===== config.mk =====
export PLATFORM = sky130hd
export DESIGN_NAME = product_accumulator
export DESIGN_NICKNAME = d
export VERILOG_FILES = /design/src/rtl/product_accumulator.sv
export SDC_FILE = /design/constraint.sdc
export NUM_CORES = 1
export LEC_CHECK = 0
export ABC_AREA = 1
export CELL_PAD_IN_SITES_DETAIL_PLACEMENT = 0
export CELL_PAD_IN_SITES_GLOBAL_PLACEMENT = 2
export CORE_MARGIN = 1
export CORE_UTILIZATION = 28
export DETAILED_ROUTE_END_ITERATION = 16
export PLACE_DENSITY_LB_ADDON = 0.1
export SLEW_MARGIN = 10
export SYNTH_ARGS = -nofsm -noshare
export SYNTH_HDL_FRONTEND = slang
export SYNTH_SLANG_ARGS = --single-unit
export TNS_END_PERCENT = 1

===== constraint.sdc =====
create_clock -name clock -period 2.3 [get_ports clock]
set_input_delay 0.575 -clock clock [delete_from_list [all_inputs] [get_ports clock]]
set_output_delay 0.575 -clock clock [all_outputs]
set_load 0.01 [all_outputs]

===== src/rtl/product_accumulator.sv =====
// Sums COUNT unsigned 8-bit products per group and hands the sum downstream over a valid/ready pair.
// Optional macro PRODUCT_ACCUMULATOR_SAT_EN: saturate the sum on overflow instead of wrapping.
module product_accumulator #(
  parameter int ACC_W = 12,
  parameter int COUNT = 4
) (
  input  logic             clock,
  input  logic             reset,
  input  logic             io_in_valid,
  output logic             io_in_ready,
  input  logic [7:0]       io_in_product,
  input  logic             io_clear,
  output logic             io_out_valid,
  input  logic             io_out_ready,
  output logic [ACC_W-1:0] io_out_sum,
  output logic             io_out_overflow
);

  typedef enum logic {
    ACCUM = 1'b0,
    HOLD  = 1'b1
  } state_e;

  localparam logic [7:0] LAST_CNT = 8'(COUNT - 1);

  state_e           state_q, state_d;
  logic [ACC_W-1:0] acc_q, acc_d;
  logic [7:0]       cnt_q, cnt_d;
  logic             flag_q, flag_d;
  logic [ACC_W:0]   add_s;
  logic             carry_s;
  logic             in_fire_s;

  always_comb begin
    state_d   = state_q;
    acc_d     = acc_q;
    cnt_d     = cnt_q;
    flag_d    = flag_q;
    add_s     = {1'b0, acc_q} + {{(ACC_W - 7){1'b0}}, io_in_product};
    carry_s   = add_s[ACC_W];
    in_fire_s = io_in_valid & (state_q == ACCUM);

    // Clear outranks any handshake in the same cycle: product discarded, held result dropped.
    if (io_clear) begin
      state_d = ACCUM;
      acc_d   = '0;
      cnt_d   = 8'd0;
      flag_d  = 1'b0;
    end else begin
      case (state_q)
        ACCUM: begin
          if (in_fire_s) begin
`ifdef PRODUCT_ACCUMULATOR_SAT_EN
            if (carry_s || flag_q) begin
              acc_d = '1;
            end else begin
              acc_d = add_s[ACC_W-1:0];
            end
`else
            acc_d = add_s[ACC_W-1:0];
`endif
            flag_d = flag_q | carry_s;
            cnt_d  = cnt_q + 8'd1;
            if (cnt_q == LAST_CNT) begin
              state_d = HOLD;
            end else begin
              state_d = ACCUM;
            end
          end else begin
            state_d = ACCUM;
          end
        end
        HOLD: begin
          if (io_out_ready) begin
            state_d = ACCUM;
            acc_d   = '0;
            cnt_d   = 8'd0;
            flag_d  = 1'b0;
          end else begin
            state_d = HOLD;
          end
        end
        default: begin
          state_d = ACCUM;
          acc_d   = '0;
          cnt_d   = 8'd0;
          flag_d  = 1'b0;
        end
      endcase
    end
  end

  always_ff @(posedge clock) begin
    if (reset) begin
      state_q <= ACCUM;
      acc_q   <= '0;
      cnt_q   <= 8'd0;
      flag_q  <= 1'b0;
    end else begin
      state_q <= state_d;
      acc_q   <= acc_d;
      cnt_q   <= cnt_d;
      flag_q  <= flag_d;
    end
  end

  // Handshake outputs are masked while reset is held so nothing is offered or accepted.
  assign io_in_ready     = ~reset & (state_q == ACCUM);
  assign io_out_valid    = ~reset & (state_q == HOLD);
  assign io_out_sum      = io_out_valid ? acc_q : '0;
  assign io_out_overflow = io_out_valid & flag_q;

endmodule


Word-level counts from Yosys, hierarchy flattened
Index checks and enable logic that the tools add are counted.
{"block": "totals", "regBits": 22, "latchBits": 0, "ram_bits": 0, "romBits": 0, "in_bits": 13, "output_inout_bits": 15, "wordCells": 32, "memories": 0}
{"block": "op_classes", "add_sub_neg": 2, "mul": 0, "div": 0, "magnitude_cmp": 0, "n_eq_ne": 3, "shift": 0, "muxes": 14, "bitwise_logic": 7, "n_reduce_logical": 2}
{"op": "12-bit two-way mux", "count": 3}
{"op": "12-bit one-hot mux with 2 select lines", "count": 1}
{"op": "8-bit two-way mux", "count": 2}
{"op": "8-bit one-hot mux with 2 select lines", "count": 1}
{"op": "12-bit by 8-bit adder with 13-bit output", "count": 1}
{"op": "8-bit by 1-bit adder with 8-bit output (second input constant)", "count": 1}
{"op": "8-bit by 2-bit == test with 1-bit output (second input constant)", "count": 1}
{"op": "1-bit two-way mux", "count": 5}
{"op": "1-bit AND", "count": 4}
{"op": "2-bit inequality test (second input constant)", "count": 2}
{"op": "1-bit one-hot mux with 2 select lines", "count": 2}
{"op": "1-bit inverter", "count": 2}
{"op": "2-bit AND reduction", "count": 1}
{"op": "2-bit OR reduction", "count": 1}
{"op": "1-bit bitwise OR", "count": 1}

Depth between registers and ports, before layout
{"block": "depth", "ltp_word": 4, "mapped_depth": 10, "mapped_depth_nobuf": 10}

Worst setup path after synthesis
Ideal clock, no wire load.
{"block": "synth_path", "kind": "in2reg", "from": "input io_in_product[0]", "to": "register acc_q[8]", "setup_ns": 0.117, "arrival_time_ns": 1.698, "required_time_ns": 2.183, "setup_slack_ns": 0.486, "cell_stages": 8, "path_buffers": 0, "cell_sequence": "ha_1 -> fa_1 -> nand2_1 -> nand2_2 -> nand3_1 -> nand3_2 -> a22oi_1 -> nor2_1"}
{"block": "synth_via", "elab_chain_len": 3}
{"element": "start: declaration", "line": "11", "source": "input logic [7:0] io_in_product,"}
{"element": "12-bit by 8-bit adder with 13-bit output", "line": "39", "source": "add_s = {1'b0, acc_q} + {{(ACC_W - 7){1'b0}}, io_in_product};"}
{"element": "12-bit two-way mux", "line": "52", "source": "if (in_fire_s) begin"}
{"element": "12-bit one-hot mux with 2 select lines", "line": "50", "source": "case (state_q)"}
{"element": "end signal: assignment", "line": "96", "source": "acc_q <= '0;"}
{"element": "end signal: assignment", "line": "101", "source": "acc_q <= acc_d;"}
{"element": "end: declaration", "line": "27", "source": "logic [ACC_W-1:0] acc_q, acc_d;"}
No other way between the ends. The select of a mux whose other input is x is not followed.
A chain may end at the register's enable or synchronous reset.

Worst setup path after layout
{"block": "layout_path", "from": "input reset", "to": "output io_out_sum[5]"}
{"block": "layout_via", "elab_chain_len": 3}
{"element": "start: declaration", "line": "8", "source": "input logic reset,"}
{"element": "1-bit inverter", "line": "109", "source": "assign io_out_valid = ~reset & (state_q == HOLD);"}
{"element": "1-bit AND", "line": "109"}
{"element": "12-bit two-way mux", "line": "110", "source": "assign io_out_sum = io_out_valid ? acc_q : '0;"}
{"element": "end: declaration", "line": "15", "source": "output logic [ACC_W-1:0] io_out_sum,"}
No other way between the ends.

==> metrics.cfg <==
[drt]
first_iter_violations = 57
route.detailed.drc = 0
totalWireLength_um = 3910
wl_per_cell_um = 11.6
vias_per_cell = 4.34
vias = 1468
ant_nets = 0
drt_first_pass_iters = 4

[clock_network]
cts_buffer_depth = 2
clock-sinks = 22
cts_made_buffers = 3
clk_pin_slew_ps = 90
root_buffer = clkbuf_8
tritoncts = yes
worstSkewPairLatency_ps = 270
cts.htree.levels = 1

[floorplan]
start_util_pct = 29.5
fp.coreArea_sq_mm = 0.00517
row_count = 26
dieArea_sq_mm = 0.00574
die_width_um = 75.8
io_pins = 28
die_h_um = 75.8

[setup_path]
critical-path-max-stage-delay_ps = 420
critPathSlowestCell = clkdlybuf4s50_1
cp.arrival_ps = 1690
path_class = input pin to primary output
path_buf_inv = 4
path_depth = 6
cpMostUsedCell = nor2_1
start_kind = input pin
required_ps = 1730
cp-end-kind = primary output
worst_r2r_path_depth = 10
crit_path_cell_trace = clkdlybuf4s50_1, nor2_1, inv_1, buf_4, nor2_1, clkdlybuf4s15_1
crit_family = buffers and inverters
path_max_fanout = 9

[hold_path]
hold_class = register to register
min_path_cells = 2

[sta]
worst_pin_slew_ps = 535
skew_ps = 5.71
holdWs_ps = 461
post-route-min-period_ps = 2260
hold_viol_final = 0
slew_headroom_pct = 64.3
finalSetupViolations = 0
rsz0062_at_grt = yes
fin_tns_setup_ps = 0
period_share_pct = 98.4
fmax_mhz = 442
drv_slew = 0

[synthesis]
synthTopCellsByArea = dfxtp_1 29%, nand2_1 14%, a21oi_1 8.2%
ys.flop_type = dfxtp_1
synth_top_area_cell = dfxtp_1
synth-edff-count = 0
ys.warnings.count = 0
netlist_area_sq_mm = 0.00152
synth_cell_types = 29
synth.top_cell.area_share_pct = 28.9
syn-num-nets = 257
ys_ff_latch = 22
async_reset_ff_share_pct = 0
ys_seq_area_share_pct = 28.9
post_synth.cell_area_avg_sq_um = 6.51
netlist_instances = 234

[pwr]
irDropWorstVdd_mv = 0.198
power_w = 0.000913
leakage_nw = 0.853
cellPowerDensity_mw_per_mm2 = 476

[flow_run]
maxCapViolations = 0

[global_routing]
grt_pass1_wl_um = 6090
grt_max_degree = 15
grt_overflow = 0
grt_pass1_vias = 1275
grtUsageTotal_pct = 14.5
antenna_found_initial = 0

[final_layout]
layout-drive-gt1-share_pct = 14.2
syn_to_final_growth_pct = 25.9
finalNonFillerCells = 338
mostFrequentLayoutCell = nand2_1
fillers = 566
diodes = 0
nets = 292
final_cell_mix = 57 x nand2_1, 33 x inv_1, 31 x nor2_1

[outcome]
status = finished clean

[place]
io_buffers = 27
hpwl_um = 2950
gp_congestion = 0.714
dp.cells = 334

==> state kept, by name, indices dropped and copies added (netlist names) <==
register  cells
acc_q        12
cnt_q         8
flag_q        1
state_q       1
==> stage by stage <==
stage / util [%] / area, sq um / worst slack (ps)
2_1_floorplan: - / 1520 / 486
3_3_place_gp: 36.9 / 1910 / -333
3_5_place_dp: 36.9 / 1910 / -327
4_1_cts: 38.2 / 1970 / 0.458
5_1_grt: 37.1 / 1920 / -43.6
6_report: 37.1 / 1920 / 35.7
==> final timing paths <==
check,slack [ps],from,to
worst max-delay path,40,reset,io_out_sum[5]
worst min-delay path,460,flag_q,flag_q
worst min register to register,460,flag_q,flag_q
worst max register to register,590,acc_q[0],acc_q[10]
==> cells by family after synthesis <==
group | synth area share [%]
AO/OA/AOI/OAI | 10.7
adder cells (fa/ha/maj) | 8.70
buffers and inverters | 10.3
flip-flops | 28.9
AND/OR/NAND/NOR | 41.4
==> power breakdown <==
group | total (W) | switching (W) | internal, W | leakage, nW
Sequential | 0.000394 | 0.00000623 | 0.000388 | 0.178
Clock | 0.000384 | 0.000151 | 0.000233 | 0.0357
Combinational | 0.000136 | 0.0000782 | 0.0000575 | 0.639
Total | 0.000913 | 0.000235 | 0.000678 | 0.853
==> worst reg2reg max path: cells and delay by family (launching register included) <==
family	cells	cell delay, ps
buf+inv	1	40
fa+ha+maj	2	630
flops	1	360
simple gates	7	580
==> repair_timing <==
item                       in CTS  in global routing
resized for setup              25                 17
setup endpoints to repair      15                 13
buffers inserted                0                  0
hold buffers                    0                  0
pin swaps                       1                  0
==> metal layers <==
metal	share of wire [%]	vias to the layer above	wire length (um)	GRT usage (%)
met4	1.0	0	40	4.32
li1	-	828	-	-
met5	0	-	0	0
met2	45	20	1740	23.3
met3	2.4	4	93	1.98
met1	52	616	2030	20.0
==> cell usage after synthesis, drive strengths merged (3+ instances only) <==
cell,instances
a21oi,25
buf,3
dfxtp,22
ha,9
inv,36
nand2,61
nand3,23
nand3b,3
nand4,3
nor2,34
nor3,3
o21ai,3
==> layout make-up <==
class	count	area, sq um	share of cell area (%)
Clock buffer	3	41.3	2.15
Clock inverter	1	30.0	1.56
Inverter	36	140	7.30
Multi-Input combinational cell	173	928	48.4
Sequential cell	22	440	22.9
Tap cell	70	87.6	4.56
Timing Repair Buffer	33	251	13.1
No activity file was read; power rests on OpenSTA's default activity.
